===== src/rtl/xz_operand_mux_syncrst_pkg.sv =====
// Shared constants and select encodings for the X/Z operand-select stage.
package xz_operand_mux_syncrst_pkg;

    localparam int unsigned OUT_W     = 48;
    localparam int unsigned M_W       = 36;
    localparam int unsigned AB_W      = 18;
    localparam int unsigned D_SLICE_W = 12;

    // OPMODE bit positions used by this stage
    localparam int unsigned OPM_SUB_BIT = 7;
    localparam int unsigned OPM_CIN_BIT = 5;
    localparam int unsigned OPM_Z_HI    = 3;
    localparam int unsigned OPM_Z_LO    = 2;
    localparam int unsigned OPM_X_HI    = 1;
    localparam int unsigned OPM_X_LO    = 0;

    typedef enum logic [1:0] {
        X_ZERO = 2'b00,
        X_M    = 2'b01,
        X_P    = 2'b10,
        X_DAB  = 2'b11
    } x_sel_e;

    typedef enum logic [1:0] {
        Z_ZERO = 2'b00,
        Z_PCIN = 2'b01,
        Z_P    = 2'b10,
        Z_C    = 2'b11
    } z_sel_e;

endpackage


===== src/rtl/xz_operand_mux_syncrst_if.sv =====
// Operand/control bundle between the upstream driver and the X/Z select stage.
interface xz_operand_mux_syncrst_if #(
    parameter int unsigned OUT_WIDTH = xz_operand_mux_syncrst_pkg::OUT_W,
    parameter int unsigned M_WIDTH   = xz_operand_mux_syncrst_pkg::M_W,
    parameter int unsigned AB_WIDTH  = xz_operand_mux_syncrst_pkg::AB_W
);
    logic                 CEM;
    logic                 CEC;
    logic                 CEOPMODE;
    logic                 CEDAB;
    logic [7:0]           OPMODE;
    logic [M_WIDTH-1:0]   M;
    logic [OUT_WIDTH-1:0] C;
    logic [OUT_WIDTH-1:0] PCIN;
    logic [OUT_WIDTH-1:0] P;
    logic [AB_WIDTH-1:0]  D;
    logic [AB_WIDTH-1:0]  A;
    logic [AB_WIDTH-1:0]  B;
    logic [OUT_WIDTH-1:0] X;
    logic [OUT_WIDTH-1:0] Z;
    logic                 opmode_5;
    logic                 opmode_7;

    modport master (
        output CEM, CEC, CEOPMODE, CEDAB, OPMODE, M, C, PCIN, P, D, A, B,
        input  X, Z, opmode_5, opmode_7
    );

    modport slave (
        input  CEM, CEC, CEOPMODE, CEDAB, OPMODE, M, C, PCIN, P, D, A, B,
        output X, Z, opmode_5, opmode_7
    );

endinterface


===== src/rtl/xz_operand_mux_syncrst_mux_syncrst.sv =====
// MUX_SYNCRST: register-with-enable (sync active-high reset) or pure wire, chosen by sel.
module MUX_SYNCRST #(
    parameter int unsigned data_width = 1,
    parameter int unsigned sel        = 1
) (
    input  logic [data_width-1:0] in,
    output logic [data_width-1:0] out,
    input  logic                  CLK,
    input  logic                  rst,
    input  logic                  C_ENABLE
);

    if (sel != 0) begin : g_reg
        logic [data_width-1:0] data_q;
        logic [data_width-1:0] data_d;

        // Next state: load on enable, otherwise hold
        always_comb begin
            data_d = data_q;
            if (C_ENABLE) begin
                data_d = in;
            end
        end

        // State register; reset overrides the enable
        always_ff @(posedge CLK) begin
            if (rst) begin
                data_q <= '0;
            end else begin
                data_q <= data_d;
            end
        end

        assign out = data_q;
    end else begin : g_bypass
        logic unused_bypass;

        assign out = in;
        assign unused_bypass = ^{CLK, rst, C_ENABLE};
    end

endmodule


===== src/rtl/xz_operand_mux_syncrst.sv =====
// X/Z operand-select stage feeding the post-adder.
// Optional feature: define XZ_DAB_CONCAT_EN to enable the D:A:B concatenation on X select 11
// (and its D/A/B registers); otherwise that select yields 0 and D/A/B/CEDAB are ignored.
module xz_operand_mux_syncrst
    import xz_operand_mux_syncrst_pkg::*;
#(
    parameter int unsigned OUT_WIDTH = OUT_W,
    parameter int unsigned M_WIDTH   = M_W,
    parameter int unsigned AB_WIDTH  = AB_W,
    parameter int unsigned MREG      = 1,
    parameter int unsigned CREG      = 1,
    parameter int unsigned OPMODEREG = 1,
    parameter int unsigned DABREG    = 1
) (
    input logic                    CLK,
    input logic                    rst,
    xz_operand_mux_syncrst_if.slave xz_bus
);

    logic [M_WIDTH-1:0]   m_eff;
    logic [OUT_WIDTH-1:0] c_eff;
    logic [7:0]           opmode_eff;
    logic [OUT_WIDTH-1:0] dab_cat;
    x_sel_e               x_sel;
    z_sel_e               z_sel;

    MUX_SYNCRST #(.data_width(M_WIDTH), .sel(MREG)) u_m_reg (
        .in(xz_bus.M), .out(m_eff), .CLK(CLK), .rst(rst), .C_ENABLE(xz_bus.CEM)
    );

    MUX_SYNCRST #(.data_width(OUT_WIDTH), .sel(CREG)) u_c_reg (
        .in(xz_bus.C), .out(c_eff), .CLK(CLK), .rst(rst), .C_ENABLE(xz_bus.CEC)
    );

    MUX_SYNCRST #(.data_width(8), .sel(OPMODEREG)) u_opmode_reg (
        .in(xz_bus.OPMODE), .out(opmode_eff), .CLK(CLK), .rst(rst),
        .C_ENABLE(xz_bus.CEOPMODE)
    );

`ifdef XZ_DAB_CONCAT_EN
    logic [AB_WIDTH-1:0] d_eff;
    logic [AB_WIDTH-1:0] a_eff;
    logic [AB_WIDTH-1:0] b_eff;
    logic                unused_d_hi;

    MUX_SYNCRST #(.data_width(AB_WIDTH), .sel(DABREG)) u_d_reg (
        .in(xz_bus.D), .out(d_eff), .CLK(CLK), .rst(rst), .C_ENABLE(xz_bus.CEDAB)
    );

    MUX_SYNCRST #(.data_width(AB_WIDTH), .sel(DABREG)) u_a_reg (
        .in(xz_bus.A), .out(a_eff), .CLK(CLK), .rst(rst), .C_ENABLE(xz_bus.CEDAB)
    );

    MUX_SYNCRST #(.data_width(AB_WIDTH), .sel(DABREG)) u_b_reg (
        .in(xz_bus.B), .out(b_eff), .CLK(CLK), .rst(rst), .C_ENABLE(xz_bus.CEDAB)
    );

    // Only the low D_SLICE_W bits of D reach the concatenation
    assign unused_d_hi = ^d_eff[AB_WIDTH-1:D_SLICE_W];
    assign dab_cat     = OUT_WIDTH'({d_eff[D_SLICE_W-1:0], a_eff, b_eff});
`else
    logic unused_dab;

    assign unused_dab = ^{xz_bus.D, xz_bus.A, xz_bus.B, xz_bus.CEDAB, DABREG[0]};
    assign dab_cat    = '0;
`endif

    logic unused_opmode;
    assign unused_opmode = ^{opmode_eff[6], opmode_eff[4]};

    assign x_sel = x_sel_e'(opmode_eff[OPM_X_HI:OPM_X_LO]);
    assign z_sel = z_sel_e'(opmode_eff[OPM_Z_HI:OPM_Z_LO]);

    // X operand select
    always_comb begin
        xz_bus.X = '0;
        unique case (x_sel)
            X_ZERO: xz_bus.X = '0;
            X_M:    xz_bus.X = {{(OUT_WIDTH - M_WIDTH){1'b0}}, m_eff};
            X_P:    xz_bus.X = xz_bus.P;
            X_DAB:  xz_bus.X = dab_cat;
            default: xz_bus.X = '0;
        endcase
    end

    // Z operand select
    always_comb begin
        xz_bus.Z = '0;
        unique case (z_sel)
            Z_ZERO: xz_bus.Z = '0;
            Z_PCIN: xz_bus.Z = xz_bus.PCIN;
            Z_P:    xz_bus.Z = xz_bus.P;
            Z_C:    xz_bus.Z = c_eff;
            default: xz_bus.Z = '0;
        endcase
    end

    assign xz_bus.opmode_5 = opmode_eff[OPM_CIN_BIT];
    assign xz_bus.opmode_7 = opmode_eff[OPM_SUB_BIT];

endmodule


===== src/flat_wrapper.sv =====
// flat-port wrapper written by rule: the top's interface ports become plain ports
module xz_operand_mux_syncrst_flat import xz_operand_mux_syncrst_pkg::*;
#(
    parameter int unsigned OUT_WIDTH = OUT_W,
    parameter int unsigned M_WIDTH   = M_W,
    parameter int unsigned AB_WIDTH  = AB_W,
    parameter int unsigned MREG      = 1,
    parameter int unsigned CREG      = 1,
    parameter int unsigned OPMODEREG = 1,
    parameter int unsigned DABREG    = 1
)
  (CLK, rst, xz_bus_CEM, xz_bus_CEC, xz_bus_CEOPMODE, xz_bus_CEDAB, xz_bus_OPMODE, xz_bus_M, xz_bus_C, xz_bus_PCIN, xz_bus_P, xz_bus_D, xz_bus_A, xz_bus_B, xz_bus_X, xz_bus_Z, xz_bus_opmode_5, xz_bus_opmode_7);
  xz_operand_mux_syncrst_if #(.OUT_WIDTH(OUT_WIDTH), .M_WIDTH(M_WIDTH), .AB_WIDTH(AB_WIDTH)) xz_bus_i ();
  input logic CLK;
  input logic rst;
  input wire logic [$bits(xz_bus_i.CEM)-1:0] xz_bus_CEM;
  input wire logic [$bits(xz_bus_i.CEC)-1:0] xz_bus_CEC;
  input wire logic [$bits(xz_bus_i.CEOPMODE)-1:0] xz_bus_CEOPMODE;
  input wire logic [$bits(xz_bus_i.CEDAB)-1:0] xz_bus_CEDAB;
  input wire logic [$bits(xz_bus_i.OPMODE)-1:0] xz_bus_OPMODE;
  input wire logic [$bits(xz_bus_i.M)-1:0] xz_bus_M;
  input wire logic [$bits(xz_bus_i.C)-1:0] xz_bus_C;
  input wire logic [$bits(xz_bus_i.PCIN)-1:0] xz_bus_PCIN;
  input wire logic [$bits(xz_bus_i.P)-1:0] xz_bus_P;
  input wire logic [$bits(xz_bus_i.D)-1:0] xz_bus_D;
  input wire logic [$bits(xz_bus_i.A)-1:0] xz_bus_A;
  input wire logic [$bits(xz_bus_i.B)-1:0] xz_bus_B;
  output wire logic [$bits(xz_bus_i.X)-1:0] xz_bus_X;
  output wire logic [$bits(xz_bus_i.Z)-1:0] xz_bus_Z;
  output wire logic [$bits(xz_bus_i.opmode_5)-1:0] xz_bus_opmode_5;
  output wire logic [$bits(xz_bus_i.opmode_7)-1:0] xz_bus_opmode_7;
  assign xz_bus_i.CEM = xz_bus_CEM;
  assign xz_bus_i.CEC = xz_bus_CEC;
  assign xz_bus_i.CEOPMODE = xz_bus_CEOPMODE;
  assign xz_bus_i.CEDAB = xz_bus_CEDAB;
  assign xz_bus_i.OPMODE = xz_bus_OPMODE;
  assign xz_bus_i.M = xz_bus_M;
  assign xz_bus_i.C = xz_bus_C;
  assign xz_bus_i.PCIN = xz_bus_PCIN;
  assign xz_bus_i.P = xz_bus_P;
  assign xz_bus_i.D = xz_bus_D;
  assign xz_bus_i.A = xz_bus_A;
  assign xz_bus_i.B = xz_bus_B;
  assign xz_bus_X = xz_bus_i.X;
  assign xz_bus_Z = xz_bus_i.Z;
  assign xz_bus_opmode_5 = xz_bus_i.opmode_5;
  assign xz_bus_opmode_7 = xz_bus_i.opmode_7;
  xz_operand_mux_syncrst #(.OUT_WIDTH(OUT_WIDTH), .M_WIDTH(M_WIDTH), .AB_WIDTH(AB_WIDTH), .MREG(MREG), .CREG(CREG), .OPMODEREG(OPMODEREG), .DABREG(DABREG)) u_core (.CLK(CLK), .rst(rst), .xz_bus(xz_bus_i));
endmodule

===== config.mk =====
export PLATFORM = sky130hd
export DESIGN_NAME = xz_operand_mux_syncrst_flat
export DESIGN_NICKNAME = d
export VERILOG_FILES = /design/src/rtl/xz_operand_mux_syncrst_pkg.sv /design/src/rtl/xz_operand_mux_syncrst_if.sv /design/src/rtl/xz_operand_mux_syncrst_mux_syncrst.sv /design/src/rtl/xz_operand_mux_syncrst.sv /design/src/flat_wrapper.sv
export SDC_FILE = /design/constraint.sdc
export NUM_CORES = 1
export LEC_CHECK = 0
export BUFFER_PORTS_ARGS = -buffer_cell sky130_fd_sc_hd__buf_2
export CAP_MARGIN = 20
export CORE_AREA = 3 3 135 137
export CTS_CLUSTER_DIAMETER = 100
export CTS_CLUSTER_SIZE = 20
export DETAILED_ROUTE_END_ITERATION = 6
export DIE_AREA = 0 0 138 140
export GPL_TIMING_DRIVEN = 0
export HOLD_SLACK_MARGIN = 0.08
export PLACE_DENSITY = 0.64
export SYNTH_ARGS = -nofsm -noshare
export SYNTH_HDL_FRONTEND = slang
export SYNTH_SLANG_ARGS = --single-unit

===== constraint.sdc =====
create_clock -name CLK -period 3.2 [get_ports CLK]
set_input_delay 0.96 -clock CLK [delete_from_list [all_inputs] [get_ports CLK]]
set_output_delay 0.96 -clock CLK [all_outputs]
set_load 0.005 [all_outputs]

==> impl_metrics.toml, run 1 <==
[run_status]
status = "completed"

[die]
dieArea_um2 = 19300
die_w_um = 138
rows = 48
core_area_um2 = 17200
ios = 346
die_h_um = 140
start_util_pct = 27.2

[placement]
dp_cells = 971
portBuffers = 284
hpwl_mm = 13.9
gp_congestion = 0.913
dpl_cell_area_um2 = 6380

[grt]
antenna_found_initial = 1
grt_pass1_vias = 4709
grt_pass1_wl_mm = 27.0
track_usage_pct = 17.9
gr-total-overflow = 0
grt_max_degree = 14

[synthesis]
synth.cell_area_um2 = 4670
ys_types = 13
yosysWarnings = 0
yosysSeqAreaShare_pct = 38.5
synthTopCellsByArea = "dfxtp_1, mux2i_1, a22o_1"
synthesis.nets = 710
ys_top_cells_by_count = "dfxtp_1, mux2i_1, nor2_1"
synthArstFlopShare_pct = 0
synthFlopType = "dfxtp_1"
yosysTopAreaCellShare_pct = 38.5
syn_avg_cell_area_um2 = 10.1
synth_cells = 462
synth-edff-count = 0
synth-seq-cells = 90
yosysTopAreaCell = "dfxtp_1"

[power_and_ir_drop]
power.density_nw_per_um2 = 438
p_total_mw = 2.92
vdd_drop_max_v = 0.000289
leakagePower_nw = 3.53

[setup_path]
cp.required_ps = 2240
worst_path_max_delay_cell = "clkbuf_1"
worstPathCellList = "nor2b_1, buf_2, clkbuf_1, and2_1, buf_2"
worstSetupEndpointType = "output port"
worst-path-buf-inv = 3
start_kind = "flip-flop"
ff2ff_setup_slack_ps = 1910
path_common_cell = "buf_2"
worstPathArrival_ps = 2030
cpPeakStageDelay_ps = 380
critPathTopFamily = "buffers and inverters"
criticalPathCategory = "reg -> out"
cp_max_fo = 10

[layout]
seqCellArea_um2 = 1800
nets = 1005
area_growth_pct = 42.7
final_cells = 984
filler_cell_count = 1792
multi_input_area_um2 = 2640
finish.utilization_pct = 38.8
layout-drive-gt1-share_pct = 48.9
antenna_cells = 0
fin_area_um2 = 6670

[routing]
detailroute.via_count = 4566
vias_per_cell = 4.64
first_pass_iters = 4
drtIter0Drc = 81
drcViolationCount = 0
ant_nets = 0
wirelength_mm = 18.0
wl_per_cell_um = 18.3

[clock_tree]
cts_hold_buf = 0
cts_buffers = 9
cts_buffer_depth = 2
cts_resized = 0
cts_sinks = 90
postCtsSetupRepairBufs = 0
worst_skew_pair.late_latency_ps = 340
cts_tree = "built"
root_buffer = "clkbuf_16"
htreeDepth = 3
clkTransAtPathRegs_ps = 60

[timing]
setup_violations = 0
period_share_pct = 93.3
hold_violations = 0
period_needed_ps = 2990
max_slew_margin_pct = 56.4
tightestPinTransition_ps = 655
fmax_mhz = 335
fin_setup_tns_ps = 0
grt_setup_unrepaired = "false"
clock_skew_ps = 0
drv_slew = 0

[run]
maxCapViolCount = 0

[min_path]
hp-class = "reg -> reg"
==> final cells by class <==
class                   instances  share of cell area [%]
repair buffers                284                    21.3
well taps                     225                    4.22
clock inverters                 4                    1.05
multi-input cells             327                    39.6
plain buffers                  45                    3.45
flip-flops and latches         90                    27.0
clock buffers                   9                    3.38
==> cell usage in the layout (no fill, tap or decap), drive strengths merged <==
cell    count
clkinv      2
a22o       84
nor2b       3
dfxtp      90
mux2i      90
nor2       90
bufinv      2
mux2       48
clkbuf     27
buf       311
and2       12
==> worst min-delay path, cell delays in order, from the launching register on <==
cell	delay, ps
dfxtp_1	330
mux2i_1	60
nor2_1	70
==> cell families after synthesis <==
logic type	Yosys count	share of synthesized area, %
mux	138	31.6
simple gates	105	9.23
flops	90	38.5
compound gates	84	15.7
buf+inv	45	4.92
==> metal layers <==
metal,GRT usage (%),vias to the layer above,routed length (um)
li1,-,2248,-
met1,22.0,2097,7900
met2,31.4,202,8750
met3,4.37,17,1060
met4,4.94,2,269
met5,0,-,13
==> state kept, by name, indices dropped and copies added (netlist names) <==
register and flops:
u_core.u_opmode_reg.out 6, u_core.u_m_reg.out 36, u_core.u_c_reg.out 48
==> power breakdown <==
group | internal [mW] | switching (mW) | total (mW)
sequential | 1.19 | 0.0370 | 1.22
clock | 0.669 | 0.431 | 1.10
combinational | 0.316 | 0.281 | 0.597
==> stage by stage <==
| step | setup slack, ps | hold slack [ps] |
|---|---|---|
| after floorplan | 782 | 454 |
| after global placement | 568 | 469 |
| after detailed placement | 562 | 480 |
| after CTS | 157 | 496 |
| after global routing | 42.6 | 515 |
| final | 215 | 490 |
==> worst paths after layout <==
check / from / to / cells past startpoint
setup / recovery: u_core.u_opmode_reg.out[1] / xz_bus_X[36] / 5
hold / removal: u_core.u_c_reg.out[3] / u_core.u_c_reg.out[3] / 2
setup reg to reg: u_core.u_opmode_reg.out[2] / u_core.u_opmode_reg.out[2] / 4
hold reg to reg: u_core.u_c_reg.out[3] / u_core.u_c_reg.out[3] / 2
Power figures use the tool's default switching activity.
==> run 2, diff against run 1 <==
--- a/config.mk
+++ b/config.mk
@@ -8,13 +8,14 @@
 export BUFFER_PORTS_ARGS = -buffer_cell sky130_fd_sc_hd__buf_2
 export CAP_MARGIN = 20
 export CORE_AREA = 3 3 135 137
-export CTS_CLUSTER_DIAMETER = 100
+export CTS_CLUSTER_DIAMETER = 40
 export CTS_CLUSTER_SIZE = 20
 export DETAILED_ROUTE_END_ITERATION = 6
 export DIE_AREA = 0 0 138 140
 export GPL_TIMING_DRIVEN = 0
 export HOLD_SLACK_MARGIN = 0.08
 export PLACE_DENSITY = 0.64
+export RECOVER_POWER = 50
 export SYNTH_ARGS = -nofsm -noshare
 export SYNTH_HDL_FRONTEND = slang
 export SYNTH_SLANG_ARGS = --single-unit
==> impl_metrics.toml, run 2 (synthesis gave the netlist of run 1 again) <==
[timing]
drv_slew = 0
period_share_pct = 93.3
period_needed_ps = 2990
tightestPinTransition_ps = 655
clock_skew_ps = 0
hold_violations = 0
max_slew_margin_pct = 56.4
grt_setup_unrepaired = "false"
fin_setup_tns_ps = 0
setup_violations = 0
hold-worst-slack_ps = 490
fmax_mhz = 335

[power_and_ir_drop]
power.density_nw_per_um2 = 438
leakagePower_nw = 3.53
p_total_mw = 2.92
vdd_drop_max_v = 0.000289

[routing]
wl_per_cell_um = 18.3
drcViolationCount = 0
drtIter0Drc = 81
ant_nets = 0
vias_per_cell = 4.64
first_pass_iters = 4
wirelength_mm = 18.0
detailroute.via_count = 4566

[setup_path]
start_kind = "flip-flop"
cp_max_fo = 10
critPathLaunch = "u_core.u_opmode_reg.out[1]"
endpoint = "xz_bus_X[36]"
r2r-start = "u_core.u_opmode_reg.out[2]"
r2r_cells = 4
worstSetupEndpointType = "output port"
r2r-end = "u_core.u_opmode_reg.out[2]"
worstPathArrival_ps = 2030
cp.required_ps = 2240
criticalPathCategory = "reg -> out"
ff2ff_setup_slack_ps = 1910

[min_path]
hp-class = "reg -> reg"
worstHoldStart = "u_core.u_c_reg.out[3]"

[placement]
dpl_cell_area_um2 = 6380
gp_congestion = 0.913
portBuffers = 284
hpwl_mm = 13.9

[clock_tree]
htreeDepth = 3
clkTransAtPathRegs_ps = 60
root_buffer = "clkbuf_16"
worst_skew_pair.late_latency_ps = 340
cts_hold_buf = 0
cts_buffer_depth = 2
cts_resized = 0
cts_tree = "built"
cts_sinks = 90
postCtsSetupRepairBufs = 0
cts_buffers = 9

[grt]
grt_pass1_vias = 4709
grt_max_degree = 14
gr-total-overflow = 0
antenna_found_initial = 1
grt_pass1_wl_mm = 27.0
track_usage_pct = 17.9

[die]
core_area_um2 = 17200
start_util_pct = 27.2
dieArea_um2 = 19300
ios = 346
rows = 48
die_h_um = 140
die_w_um = 138

[layout]
layout-drive-gt1-share_pct = 48.7
fin_area_um2 = 6670
finish.utilization_pct = 38.8
antenna_cells = 0
final_cell_mix = "buf_2, mux2i_1, nor2_1, dfxtp_1, a22o_1"
largest_reg_flops = 48
nets = 1005
area_growth_pct = 42.7
filler_cell_count = 1793
layout_commonest_cell = "buf_2"

[run]
maxCapViolCount = 0

[run_status]
status = "completed"
## run 2: worst max-delay path: stages, from the launching register on
cell and delay (ps):
dfxtp_1 360, nor2b_1 300, buf_2 310, clkbuf_1 380
and2_1 210, buf_2 120
## run 2: metal layers
layer | vias up | routed length, um | track usage, %
met2 | 202 | 8750 | 31.4
met3 | 17 | 1060 | 4.37
met1 | 2097 | 7900 | 22.0
met5 | - | 13 | 0
met4 | 2 | 269 | 4.94
li1 | 2248 | - | -
## run 2: layout make-up
cell class / instances / area (um^2) / share of cell area (%)
repair buffers: 284 / 1420 / 21.3
multi-input cells: 327 / 2640 / 39.6
clock buffers: 9 / 225 / 3.38
plain buffers: 45 / 230 / 3.45
flip-flops and latches: 90 / 1800 / 27.0
clock inverters: 4 / 70.1 / 1.05
well taps: 225 / 282 / 4.22
## run 2: through the flow
stage,instances,setup slack (ps)
after floorplan,462,782
after CTS,984,157
after detailed placement,971,562
after global placement,971,568
final,984,215
after global routing,984,42.6
## run 2: where the power goes
| group | switching [mW] | internal [mW] |
|---|---|---|
| sequential | 0.0370 | 1.19 |
| combinational | 0.281 | 0.316 |
| clock | 0.431 | 0.669 |
## run 2: how the worst min path moves through the flow
stage | to | slack (ps) | cells past startpoint
floorplan | u_core.u_c_reg.out[0] | 450 | 2
global placement | u_core.u_c_reg.out[19] | 470 | 2
detailed placement | u_core.u_c_reg.out[43] | 480 | 2
CTS | u_core.u_c_reg.out[11] | 500 | 2
global route | u_core.u_c_reg.out[37] | 510 | 2
finish | u_core.u_c_reg.out[3] | 490 | 2
==> run 3, diff against run 2 <==
--- a/config.mk
+++ b/config.mk
@@ -14,6 +14,7 @@
 export DIE_AREA = 0 0 138 140
 export GPL_TIMING_DRIVEN = 0
 export HOLD_SLACK_MARGIN = 0.08
+export MAX_ROUTING_LAYER = met4
 export PLACE_DENSITY = 0.64
 export RECOVER_POWER = 50
 export SYNTH_ARGS = -nofsm -noshare
==> impl_metrics.toml, run 3 (synthesis gave the netlist of run 1 again) <==
[routing]
first_pass_iters = 4
wirelength_mm = 18.0
wl_per_cell_um = 18.3
drcViolationCount = 0
drtIter0Drc = 95
detailroute.via_count = 4570
vias_per_cell = 4.64
ant_nets = 0

[power_and_ir_drop]
p_switching_uw = 751
pwr-share-clk_pct = 37.7
p_total_mw = 2.92
leakagePower_nw = 3.53
vdd_drop_max_v = 0.000290
swShare_pct = 25.7
p_comb_share_pct = 20.4
power.density_nw_per_um2 = 438
internal-power_mw = 2.17
seqPwrFrac_pct = 41.9

[layout]
final_cells = 985
final_cell_mix = "buf_2, mux2i_1, nor2_1, dfxtp_1, a22o_1"
layout-drive-gt1-share_pct = 48.7
layout_commonest_cell = "buf_2"
area_growth_pct = 42.8
largest_reg_flops = 48
nets = 1005
filler_cell_count = 1794

[placement]
portBuffers = 284
gp_congestion = 0.929
hpwl_mm = 13.9
dp_cells = 971

[min_path]
hp-class = "reg -> reg"

[timing]
max_slew_margin_pct = 56.5
drv_slew = 0
clock_skew_ps = 0
period_share_pct = 93.7
period_needed_ps = 3000
hold_violations = 0
fmax_mhz = 334
fin_setup_tns_ps = 0
setup_violations = 0
tightestPinTransition_ps = 652
grt_setup_unrepaired = "false"

[setup_path]
path_common_cell = "buf_2"
worst-path-buf-inv = 3
cp.required_ps = 2240
start_kind = "flip-flop"
cp_max_fo = 10
worst_path_max_delay_cell = "clkbuf_1"
cpPeakStageDelay_ps = 380
worstPathCellList = "nor2b_1, buf_2, clkbuf_1, and2_1, buf_2"
worstPathArrival_ps = 2040
worstSetupEndpointType = "output port"
criticalPathCategory = "reg -> out"
critPathTopFamily = "buffers and inverters"

[clock_tree]
cts_hold_buf = 0
root_buffer = "clkbuf_16"
htreeDepth = 3
clkTransAtPathRegs_ps = 60
cts_sinks = 90
postCtsSetupRepairBufs = 0
cts_buffers = 9
cts_resized = 0
worst_skew_pair.late_latency_ps = 340
cts_buffer_depth = 2
cts_tree = "built"

[grt]
grt_pass1_vias = 4723
grt_max_degree = 14
antenna_found_initial = 1
track_usage_pct = 18.5
gr-total-overflow = 0
grt_pass1_wl_mm = 27.0

[die]
rows = 48
core_area_um2 = 17200
ios = 346
die_w_um = 138
dieArea_um2 = 19300
die_h_um = 140
start_util_pct = 27.2

[run_status]
status = "completed"

[run]
maxCapViolCount = 0
==> run 3: changes by cell type in the layout (fill, tap and decap cells not counted), sizes merged <==
cell   change
diode      +1
==> run 3: cell type report <==
type | instances | area (um^2) | area share [%]
timing repair buffer | 284 | 1420 | 21.3
antenna | 1 | 2.50 | 0.0375
clock buffer | 9 | 225 | 3.37
tap | 225 | 282 | 4.22
sequential | 90 | 1800 | 27.0
buffer | 45 | 230 | 3.45
clock inverter | 4 | 70.1 | 1.05
multi-input combinational | 327 | 2640 | 39.6
==> run 3: stage by stage <==
| step | utilization [%] | worst slack (ps) | cell area (um^2) | hold slack [ps] |
|---|---|---|---|---|
| 3_3_place_gp | 37.1 | 568 | 6380 | 469 |
| 5_1_grt | 38.9 | 42.7 | 6670 | 515 |
| 2_1_floorplan | - | 782 | 4670 | 454 |
| 6_report | 38.9 | 203 | 6670 | 490 |
| 4_1_cts | 38.8 | 157 | 6670 | 496 |
| 3_5_place_dp | 37.1 | 562 | 6380 | 480 |
==> run 3: power by group through the flow <==
stage,clock network (mW),logic (mW),registers [mW]
2_1_floorplan,0,0.327,1.24
3_3_place_gp,0,0.598,1.25
3_5_place_dp,0,0.603,1.25
4_1_cts,1.14,0.606,1.22
5_1_grt,1.18,0.656,1.23
6_report,1.10,0.596,1.23
==> run 3: tightest hold or removal path: cells and delay by family (launching register included) <==
family | cells | cell delay [ps]
multiplexers | 1 | 60
AND/OR/NAND/NOR | 1 | 70
flip-flops | 1 | 330
==> run 3: final timing paths <==
kind         slack [ps]                  startpoint                         end  cells past startpoint
max                 200  u_core.u_opmode_reg.out[1]                xz_bus_X[36]                      5
min reg2reg         490       u_core.u_c_reg.out[3]       u_core.u_c_reg.out[3]                      2
max reg2reg        1910  u_core.u_opmode_reg.out[2]  u_core.u_opmode_reg.out[2]                      4
min                 490       u_core.u_c_reg.out[3]       u_core.u_c_reg.out[3]                      2
==> run 3: metal layers <==
| layer | share of wire (%) | GRT usage (%) | up-vias |
|---|---|---|---|
| li1 | - | - | 2251 |
| met1 | 44 | 22.0 | 2104 |
| met2 | 49 | 31.4 | 200 |
| met3 | 6.1 | 4.37 | 15 |
| met4 | 1.5 | 4.94 | 0 |
| met5 | 0 | - | - |
